[config.mk]
export PLATFORM = sky130hd
export DESIGN_NAME = seven_seg_scanner_flat
export DESIGN_NICKNAME = d
export VERILOG_FILES = /design/src/rtl/seven_seg_if.sv /design/src/rtl/seven_seg_scanner.sv /design/src/flat_wrapper.sv
export SDC_FILE = /design/constraint.sdc
export NUM_CORES = 1
export LEC_CHECK = 0
export CAP_MARGIN = 10
export CORE_UTILIZATION = 35
export DETAILED_ROUTE_END_ITERATION = 7
export GPL_ROUTABILITY_DRIVEN = 0
export MAX_ROUTING_LAYER = met4
export PLACE_DENSITY = 0.53
export SYNTH_ARGS = -nofsm -noshare
export SYNTH_HDL_FRONTEND = slang
export SYNTH_SLANG_ARGS = --single-unit
export TNS_END_PERCENT = 5
[constraint.sdc]
create_clock -name clk -period 3 [get_ports clk]
set_input_delay 0.6 -clock clk [delete_from_list [all_inputs] [get_ports clk]]
set_output_delay 0.6 -clock clk [all_outputs]
set_load 0.01 [all_outputs]
[src/rtl/seven_seg_if.sv]
// Bus between a score source and the 7-segment scanner: pattern load side plus display drive side.
interface seven_seg_if #(
    parameter int NUM_DIGITS = 4
);
    logic [7*NUM_DIGITS-1:0] seg_in;
    logic                    load;
    logic [6:0]              seg_out;
    logic [NUM_DIGITS-1:0]   dig_out;
    logic [2:0]              digit_idx;
    logic                    frame_start;

    modport master (
        output seg_in, load,
        input  seg_out, dig_out, digit_idx, frame_start
    );

    modport slave (
        input  seg_in, load,
        output seg_out, dig_out, digit_idx, frame_start
    );
endinterface

[src/rtl/seven_seg_scanner.sv]
// Multiplexed 7-segment scanner with per-slot blanking gap and tear-free double-buffered loads.
// Optional leading-zero blanking is enabled by defining SEG_LZ_BLANK_EN.
module seven_seg_scanner #(
    parameter int NUM_DIGITS     = 4,
    parameter int REFRESH_DIV    = 50000,
    parameter int BLANK_CYCLES   = 500,
    parameter bit SEG_ACTIVE_LOW = 1'b1,
    parameter bit DIG_ACTIVE_LOW = 1'b1
) (
    input  logic       clk,
    input  logic       reset,
    seven_seg_if.slave bus
);
    localparam int CNT_W = $clog2(REFRESH_DIV);
    localparam int IDX_W = (NUM_DIGITS > 1) ? $clog2(NUM_DIGITS) : 1;
    localparam logic [CNT_W-1:0] CNT_LAST = CNT_W'(REFRESH_DIV - 1);
    localparam logic [CNT_W-1:0] BLANK_C  = CNT_W'(BLANK_CYCLES);
    localparam logic [IDX_W-1:0] IDX_LAST = IDX_W'(NUM_DIGITS - 1);
    localparam logic [6:0] SEG_OFF  = SEG_ACTIVE_LOW ? 7'h7F : 7'h00;
    localparam logic [NUM_DIGITS-1:0] DIG_OFF = DIG_ACTIVE_LOW ? '1 : '0;
    localparam logic [6:0] SEG_ZERO = 7'h3F;

    typedef enum logic {ST_BLANK, ST_DRIVE} state_t;

    state_t                      state_q, state_d;
    logic [CNT_W-1:0]            cnt_q, cnt_d;
    logic [IDX_W-1:0]            idx_q, idx_d;
    logic [NUM_DIGITS-1:0][6:0]  pend_q, pend_d, act_q, act_d;
    logic                        pend_vld_q, pend_vld_d;
    logic [6:0]                  seg_q, seg_d;
    logic [NUM_DIGITS-1:0]       dig_q, dig_d;
    logic [2:0]                  didx_q, didx_d;
    logic                        fs_q, fs_d;
    logic                        frame_slot;
    logic [NUM_DIGITS-1:0]       lz_blank;

    // Slot timing and buffer management; the swap reads pending before any same-cycle load.
    always_comb begin
        frame_slot = (cnt_q == '0) && (idx_q == '0);
        cnt_d      = (cnt_q == CNT_LAST) ? '0 : cnt_q + 1'b1;
        idx_d      = idx_q;
        if (cnt_q == CNT_LAST)
            idx_d = (idx_q == IDX_LAST) ? '0 : idx_q + 1'b1;
        act_d      = act_q;
        pend_d     = pend_q;
        pend_vld_d = pend_vld_q;
        if (frame_slot && pend_vld_q) begin
            act_d      = pend_q;
            pend_vld_d = 1'b0;
        end
        if (bus.load) begin
            pend_d     = bus.seg_in;
            pend_vld_d = 1'b1;
        end
    end

    always_comb begin
        state_d = (cnt_d < BLANK_C) ? ST_BLANK : ST_DRIVE;
    end

`ifdef SEG_LZ_BLANK_EN
    logic lz_run;
    // A digit is blanked only while every digit above it is also a blanked zero.
    always_comb begin
        lz_blank = '0;
        lz_run   = 1'b1;
        for (int k = NUM_DIGITS - 1; k >= 1; k--) begin
            lz_run      = lz_run && (act_d[k] == SEG_ZERO);
            lz_blank[k] = lz_run;
        end
    end
`else
    assign lz_blank = '0;
`endif

    // act_d is used so a swap at cnt=0 is visible even when there is no blanking gap.
    always_comb begin
        seg_d  = SEG_OFF;
        dig_d  = DIG_OFF;
        didx_d = 3'(idx_q);
        fs_d   = frame_slot;
        if (state_q == ST_DRIVE && !lz_blank[idx_q]) begin
            seg_d = act_d[idx_q] ^ SEG_OFF;
            dig_d = (NUM_DIGITS'(1) << idx_q) ^ DIG_OFF;
        end
    end

    always_ff @(posedge clk) begin
        if (reset)
            state_q <= (BLANK_CYCLES == 0) ? ST_DRIVE : ST_BLANK;
        else
            state_q <= state_d;
    end

    always_ff @(posedge clk) begin
        if (reset) begin
            cnt_q      <= '0;
            idx_q      <= '0;
            pend_q     <= '0;
            act_q      <= '0;
            pend_vld_q <= 1'b0;
            seg_q      <= SEG_OFF;
            dig_q      <= DIG_OFF;
            didx_q     <= '0;
            fs_q       <= 1'b0;
        end else begin
            cnt_q      <= cnt_d;
            idx_q      <= idx_d;
            pend_q     <= pend_d;
            act_q      <= act_d;
            pend_vld_q <= pend_vld_d;
            seg_q      <= seg_d;
            dig_q      <= dig_d;
            didx_q     <= didx_d;
            fs_q       <= fs_d;
        end
    end

    assign bus.seg_out     = seg_q;
    assign bus.dig_out     = dig_q;
    assign bus.digit_idx   = didx_q;
    assign bus.frame_start = fs_q;
endmodule

[src/flat_wrapper.sv]
// flat-port wrapper written by rule: the top's interface ports become plain ports
module seven_seg_scanner_flat 
#(
    parameter int NUM_DIGITS     = 4,
    parameter int REFRESH_DIV    = 50000,
    parameter int BLANK_CYCLES   = 500,
    parameter bit SEG_ACTIVE_LOW = 1'b1,
    parameter bit DIG_ACTIVE_LOW = 1'b1
)
  (clk, reset, bus_seg_in, bus_load, bus_seg_out, bus_dig_out, bus_digit_idx, bus_frame_start);
  seven_seg_if #(.NUM_DIGITS(NUM_DIGITS)) bus_i ();
  input  logic clk;
  input  logic reset;
  input wire logic [$bits(bus_i.seg_in)-1:0] bus_seg_in;
  input wire logic [$bits(bus_i.load)-1:0] bus_load;
  output wire logic [$bits(bus_i.seg_out)-1:0] bus_seg_out;
  output wire logic [$bits(bus_i.dig_out)-1:0] bus_dig_out;
  output wire logic [$bits(bus_i.digit_idx)-1:0] bus_digit_idx;
  output wire logic [$bits(bus_i.frame_start)-1:0] bus_frame_start;
  assign bus_i.seg_in = bus_seg_in;
  assign bus_i.load = bus_load;
  assign bus_seg_out = bus_i.seg_out;
  assign bus_dig_out = bus_i.dig_out;
  assign bus_digit_idx = bus_i.digit_idx;
  assign bus_frame_start = bus_i.frame_start;
  seven_seg_scanner #(.NUM_DIGITS(NUM_DIGITS), .REFRESH_DIV(REFRESH_DIV), .BLANK_CYCLES(BLANK_CYCLES), .SEG_ACTIVE_LOW(SEG_ACTIVE_LOW), .DIG_ACTIVE_LOW(DIG_ACTIVE_LOW)) u_core (.clk(clk), .reset(reset), .bus(bus_i));
endmodule
==> impl_metrics.env, run 1 <==
export IMPL_path_class="reg -> reg"
export IMPL_power_density_nw_per_um2=542.5
export IMPL_synth_top_area_frac=0.4503
export IMPL_critPathTopFamily="simple AND/OR/NAND/NOR gates"
export IMPL_max_vdd_ir_drop_mv=0.3027
export IMPL_cp_slowest_cell="and4b_1"
export IMPL_tns_ns=0
export IMPL_clk_latency_ns=0.33
export IMPL_htree_levels=3
export IMPL_initial_core_util=0.3643
export IMPL_dieWidth_um=108.9
export IMPL_dp_cells=593
export IMPL_synth_top_area_cell="dfxtp_1"
export IMPL_dp_slack_ns=0.4528
export IMPL_post_layout_nonfiller_instances=609
export IMPL_synth_seq_area_share=0.4503
export IMPL_outcome="completed"
export IMPL_stdcell_area_sq_um=4773
export IMPL_ant_nets=0
export IMPL_ios=46
export IMPL_hold_violations=0
export IMPL_cts_sinks=90
export IMPL_endpoint_kind="flip-flop"
export IMPL_first_iter_violations=151
export IMPL_clockBufferDepth=2
export IMPL_setup_violations=0
export IMPL_drive_gt1_frac=0.07249
export IMPL_die_y_um=108.9
export IMPL_syn_area_sq_um=4001
export IMPL_yosys_register_bits=90
export IMPL_synthCells=440
export IMPL_worstSetupStartpoint="u_core.idx_q[1]$_SDFFE_PP0N_"
export IMPL_antenna_found_initial=0
export IMPL_path_buf_inv=1
export IMPL_r2r_start="u_core.idx_q[1]$_SDFFE_PP0N_"
export IMPL_detail_route_wl_per_cell_um=15.87
export IMPL_period_needed_ns=2.523
export IMPL_tightest_slew_ns=0.8662
export IMPL_path_cells="inv_1, ha_1, nor3b_1, and4b_1, nand4_1, a31oi_1, o211ai_1"
export IMPL_cp_required_ns=3.21
export IMPL_grt_use_total=0.1792
export IMPL_synthTopCellsByArea="dfxtp_1 45%, mux2i_1 7.3%, nor2_1 5.1%, a21oi_1 4.5%, nand4_1 4.1%"
export IMPL_rows=38
export IMPL_ctsHoldBuffers=0
export IMPL_cts_root_buf="clkbuf_16"
export IMPL_finish_utilization=0.4346
export IMPL_crit_fanout=17
export IMPL_routed_wl_um=9665
export IMPL_post_cts_buffers=0
export IMPL_post_dp_hpwl_um=6691
export IMPL_slowest_delay_ns=0.62
export IMPL_areaGrowthSynthToFinish_pct=19.29
export IMPL_worst_setup_path_start_kind="flip-flop"
export IMPL_die_area_sq_um=11860
export IMPL_cts_clk_slew_worst_paths_ns=0.06
export IMPL_dpl_cell_area_sq_um=4474
export IMPL_skew_ns=0.007833
export IMPL_antenna_cells=0
export IMPL_fin_crit_sh=0.8411
export IMPL_cts_tree="yes"
export IMPL_p_leak_uw=0.001760
export IMPL_crit_arrival_ns=2.73
export IMPL_drt_pass1_iter_count=4
export IMPL_first_global_vias=3144
export IMPL_drv_cap=0
export IMPL_setup_slack_ns=0.4766
export IMPL_hp_start="u_core.act_q[23]$_SDFF_PP0_"
export IMPL_numCtsBuffers=9
export IMPL_syn_avg_cell_area_sq_um=9.094
export IMPL_yosysWarnings=0
export IMPL_slew_headroom=0.4225
export IMPL_hold_path_class="reg -> reg"
export IMPL_grt_overflow=0
export IMPL_drv_slew=0
export IMPL_coreArea_sq_um=10980
export IMPL_rsz0062_at_grt="no"
export IMPL_post_cts_resized=0
export IMPL_grt_max_degree=42
export IMPL_clock_fmax_mhz=396.3
export IMPL_dr_total_vias=3304
export IMPL_syn_num_nets=477
export IMPL_synthDistinctLibCells=50
export IMPL_grt_pass1_wl_um=15840
export IMPL_fin_nets=501
export IMPL_port_buffers=44
export IMPL_route_detailed_drc=0
export IMPL_via_per_inst=5.425
final timing paths:
| check | endpoint | slack (ns) | cells past startpoint |
|---|---|---|---|
| min | u_core.act_q[23]$_SDFF_PP0_ | 0.48 | 2 |
| max | u_core.bus.seg_out[2]$_SDFF_PP1_ | 0.48 | 7 |
| max reg2reg | u_core.bus.seg_out[2]$_SDFF_PP1_ | 0.48 | 7 |
| min reg2reg | u_core.act_q[23]$_SDFF_PP0_ | 0.48 | 2 |
worst min-delay path, stage by stage, from the launching register on:
cell and delay (ns):
dfxtp_1 0.31, o21ai_0 0.07, a21oi_1 0.06
through the flow:
stage | total power (uW) | hold slack [ns]
after floorplan | 1415 | 0.4455
after global placement | 1496 | 0.4555
after detailed placement | 1500 | 0.4665
after CTS | 2629 | 0.4752
after global routing | 2709 | 0.4938
final | 2589 | 0.4752
flip-flops by register name (all words and copies together) (netlist names):
signal / flops
u_core.state_q: 1
u_core.pend_q: 28
u_core.act_q: 28
u_core.bus.frame_start: 1
u_core.bus.digit_idx: 2
u_core.bus.seg_out: 7
u_core.idx_q: 2
u_core.bus.dig_out: 4
u_core.cnt_q: 16
u_core.pend_vld_q: 1
cells in the final DEF, fill, tap and decap left out, types with 4 or more instances in the layout:
cell type / n
ha_1: 6
nor3b_1: 4
clkbuf_16: 9
nand2_1: 26
dfxtp_1: 90
inv_1: 6
nor4_1: 4
nand4_1: 26
buf_4: 8
a21oi_1: 36
o211ai_1: 8
clkdlybuf4s50_1: 42
mux2i_1: 29
mux4_2: 5
xnor2_1: 7
xor2_1: 6
nor2_1: 54
nand3_1: 11
nor3_1: 6
o21ai_0: 30
a31oi_1: 7
cell families (layout without fill, tap and decap cells):
logic type               Yosys count  in the layout  synth area share
multiplexers                      34             34            0.1007
AND/OR/NAND/NOR                  156            156            0.2079
buffers and inverters             45             74           0.05378
flip-flops                        90             90            0.4503
XOR/XNOR                          13             13           0.02846
AO/OA/AOI/OAI                     95             95            0.1392
adder cells (fa/ha/maj)            6              6           0.01876
other                              1              1         0.0009372
synth_stat cells (all sizes together):
master,number
nand3,11
a211o,2
o311ai,1
nand2b,3
and2,3
nor4b,1
inv,6
nor3b,4
o21ai,32
a2111o,1
mux2i,29
o211ai,8
o2111ai,1
dfxtp,90
nor4,5
xor2,6
o41a,2
nand4,26
or3,2
a221oi,1
nand4bb,1
ha,6
conb,1
nor3,6
o21ba,1
or4,2
a22oi,1
and4,3
nand4b,3
a31oi,7
a41oi,1
buf,18
a21oi,36
xnor2,7
or2,1
nor2b,2
and4b,2
nand2,26
a2111oi,1
nor2,55
mux4,5
clkbuf,21
power by group:
part,total [uW],switching [uW],leakage [uW],internal (uW)
Sequential,1260,25.9,0.000733,1230
Clock,1120,428,0.000147,690
Combinational,212,118,0.000880,94.8
Total,2590,572,0.00176,2020
layout make-up:
cell class,instances,area (sq um)
multi-input combinational,305,1984
tap,140,175.2
timing repair buffer,52,490.5
inverter,6,22.52
clock inverter,2,35.03
sequential,90,1802
clock buffer,14,264.0
fill,1091,6210
metal layers:
layer	vias to the layer above	global-route usage	wire length [um]
met1	1582	0.2228	4307
met3	13	0.02869	364
met2	74	0.2902	4841
met5	-	-	0
li1	1635	-	-
met4	0	0.07046	151
Note: power is estimated with default switching activity, not from simulation.
==> run 2, diff against run 1 <==
--- a/config.mk
+++ b/config.mk
@@ -10,7 +10,7 @@
 export DETAILED_ROUTE_END_ITERATION = 7
 export GPL_ROUTABILITY_DRIVEN = 0
 export MAX_ROUTING_LAYER = met4
-export PLACE_DENSITY = 0.53
+export PLACE_DENSITY = 0.55
 export SYNTH_ARGS = -nofsm -noshare
 export SYNTH_HDL_FRONTEND = slang
 export SYNTH_SLANG_ARGS = --single-unit
==> constraint.sdc (replaced) <==
create_clock -name clk -period 2.2 [get_ports clk]
set_input_delay 0.44 -clock clk [delete_from_list [all_inputs] [get_ports clk]]
set_output_delay 0.44 -clock clk [all_outputs]
set_load 0.01 [all_outputs]
==> run 2 against run 1 <==
Effect of this change:
- count of clock-buffer cells in the layout fell by 1
- non-clock buffer count up 23
- fmax is 24% higher
- cell count is 3.8% higher
- sequential share of layout area decreased by 1.5 points
- utilization grew 1.8 points
- critical endpoint is now u_core.bus.seg_out[3]$_SDFF_PP1_
- largest power group unchanged
==> impl_metrics.env, run 2 (synthesis gave the netlist of run 1 again) <==
export IMPL_outcome="completed"
export IMPL_routed_wl_um=9771
export IMPL_dieWidth_um=108.9
export IMPL_finalPower_uw=3590
export IMPL_hold_path_class="in -> reg"
export IMPL_final_common_cell="dfxtp_1"
export IMPL_grt_pass1_wl_um=16280
export IMPL_via_per_inst=5.331
export IMPL_worstSetupStartpoint="u_core.cnt_q[10]$_SDFF_PP0_"
export IMPL_drv_cap=0
export IMPL_post_dp_hpwl_um=6992
export IMPL_drt_pass1_iter_count=4
export IMPL_cts_tree="yes"
export IMPL_period_needed_ns=2.028
export IMPL_fin_nets=524
export IMPL_cts_root_buf="clkbuf_16"
export IMPL_die_y_um=108.9
export IMPL_clockBufferDepth=2
export IMPL_hold_depth=2
export IMPL_drive_gt1_frac=0.1199
export IMPL_fin_crit_sh=0.9220
export IMPL_numCtsBuffers=9
export IMPL_cts_clk_slew_worst_paths_ns=0.06
export IMPL_setup_violations=0
export IMPL_slew_headroom=0.6324
export IMPL_rsz0062_at_grt="no"
export IMPL_drv_slew=0
export IMPL_seq_area_sq_um=1802
export IMPL_grt_use_total=0.1887
export IMPL_antenna_found_initial=0
export IMPL_tightest_slew_ns=0.5494
export IMPL_skew_ns=0.004857
export IMPL_r2r_end="u_core.bus.seg_out[3]$_SDFF_PP1_"
export IMPL_crit_fanout=11
export IMPL_endpoint_kind="flip-flop"
export IMPL_antenna_cells=0
export IMPL_coreArea_sq_um=10980
export IMPL_final_cell_mix="90 x dfxtp_1, 54 x nor2_1, 42 x clkdlybuf4s50_1, 36 x a21oi_1"
export IMPL_first_global_vias=3304
export IMPL_first_iter_violations=111
export IMPL_cp_required_ns=2.46
export IMPL_post_cts_buffers=0
export IMPL_worst_setup_path_start_kind="flip-flop"
export IMPL_htree_levels=3
export IMPL_cts_sinks=90
export IMPL_ant_nets=0
export IMPL_ios=46
export IMPL_r2r_cells=5
export IMPL_rows=38
export IMPL_dp_slack_ns=0.1764
export IMPL_max_vdd_ir_drop_mv=0.4173
export IMPL_power_density_nw_per_um2=722.0
export IMPL_path_class="reg -> reg"
export IMPL_hp_start="reset"
export IMPL_cp_slowest_cell="or4_4"
export IMPL_tns_ns=0
export IMPL_clock_fmax_mhz=493.0
export IMPL_path_cells="or4_4, nand4bb_4, nor2_4, mux4_2, o211ai_1"
export IMPL_whs_endpoint="u_core.cnt_q[2]$_SDFF_PP0_"
export IMPL_crit_arrival_ns=2.29
export IMPL_dr_total_vias=3369
export IMPL_setup_slack_ns=0.1716
export IMPL_slowest_delay_ns=0.56
export IMPL_die_area_sq_um=11860
export IMPL_port_buffers=44
export IMPL_hold_violations=0
export IMPL_grt_max_degree=49
export IMPL_grt_overflow=0
export IMPL_multi_input_area_sq_um=1991
export IMPL_route_detailed_drc=0
export IMPL_areaGrowthSynthToFinish_pct=24.27
export IMPL_initial_core_util=0.3643
export IMPL_fillers=1083
export IMPL_ff2ff_setup_slack_ns=0.17
export IMPL_r2r_start="u_core.cnt_q[10]$_SDFF_PP0_"
export IMPL_clk_latency_ns=0.34
export IMPL_finish_utilization=0.4527
export IMPL_detail_route_wl_per_cell_um=15.46
export IMPL_p_leak_uw=0.001878
export IMPL_reg_top3="u_core.act_q (28), u_core.pend_q (28), u_core.cnt_q (16)"
-- run 2: cell count changes in the layout (fill, tap and decap cells not counted) --
cell	before	now
nor4_2	0	1
nor4_1	4	3
buf_4	8	30
clkinvlp_4	0	1
inv_6	0	1
clkinv_2	1	0
clkbuf_1	3	2
buf_12	0	1
-- run 2: critical path: cells and delay by family, from the launching register on --
kind             cells  cell delay, ns
AND/OR/NAND/NOR      3            1.12
multiplexers         1            0.36
flip-flops           1            0.31
AO/OA/AOI/OAI        1            0.16
-- run 2: repair_timing --
action / 4_1_cts / 5_1_grt
resized for setup: 0 / 1
endpoints found under the setup margin: 0 / 1
hold endpoints to repair: 0 / 0
hold buffers: 0 / 0
-- run 2: worst max path at each step --
stage,endpoint
4_1_cts,u_core.bus.seg_out[2]$_SDFF_PP1_
3_3_place_gp,u_core.bus.seg_out[0]$_SDFF_PP1_
2_1_floorplan,u_core.bus.seg_out[4]$_SDFF_PP1_
5_1_grt,u_core.bus.seg_out[1]$_SDFF_PP1_
6_report,u_core.bus.seg_out[3]$_SDFF_PP1_
3_5_place_dp,u_core.bus.seg_out[2]$_SDFF_PP1_
-- run 2: layout make-up --
type                            instances  share of cell area
Timing Repair Buffer                   75              0.1359
Multi-Input combinational cell        305              0.4004
Clock buffer                           13             0.05234
Tap cell                              140             0.03523
Sequential cell                        90              0.3624
Inverter                                6            0.004529
Clock inverter                          3            0.009311
-- run 2: per-layer routing --
layer,part of all wire,wire length (um),GRT usage,up-vias
met4,0.021,206,0.08012,0
li1,-,-,-,1669
met5,0,0,-,-
met1,0.43,4242,0.2159,1616
met2,0.50,4883,0.3140,67
met3,0.045,439,0.04543,17
-- run 2: per-stage QoR --
step / hold slack, ns / instance area [sq um] / cells
finish: 0.3706 / 4972 / 632
global route: 0.3871 / 4972 / 632
detailed placement: 0.4600 / 4659 / 616
CTS: 0.3626 / 4966 / 632
floorplan: 0.4455 / 4004 / 440
global placement: 0.4399 / 4659 / 616
-- run 2: power breakdown --
| group | switching (uW) | internal [uW] |
|---|---|---|
| clock | 620 | 947 |
| combinational | 164 | 142 |
| sequential | 36.5 | 1680 |
| total | 820 | 2770 |
==> run 3, diff against run 2 <==
--- a/config.mk
+++ b/config.mk
@@ -5,6 +5,7 @@
 export SDC_FILE = /design/constraint.sdc
 export NUM_CORES = 1
 export LEC_CHECK = 0
+export ABC_CLOCK_PERIOD_IN_PS = 2200
 export CAP_MARGIN = 10
 export CORE_UTILIZATION = 35
 export DETAILED_ROUTE_END_ITERATION = 7
==> results of run 3 <==
Same layout as run 2: the final DEF is identical, and so are final timing and power.
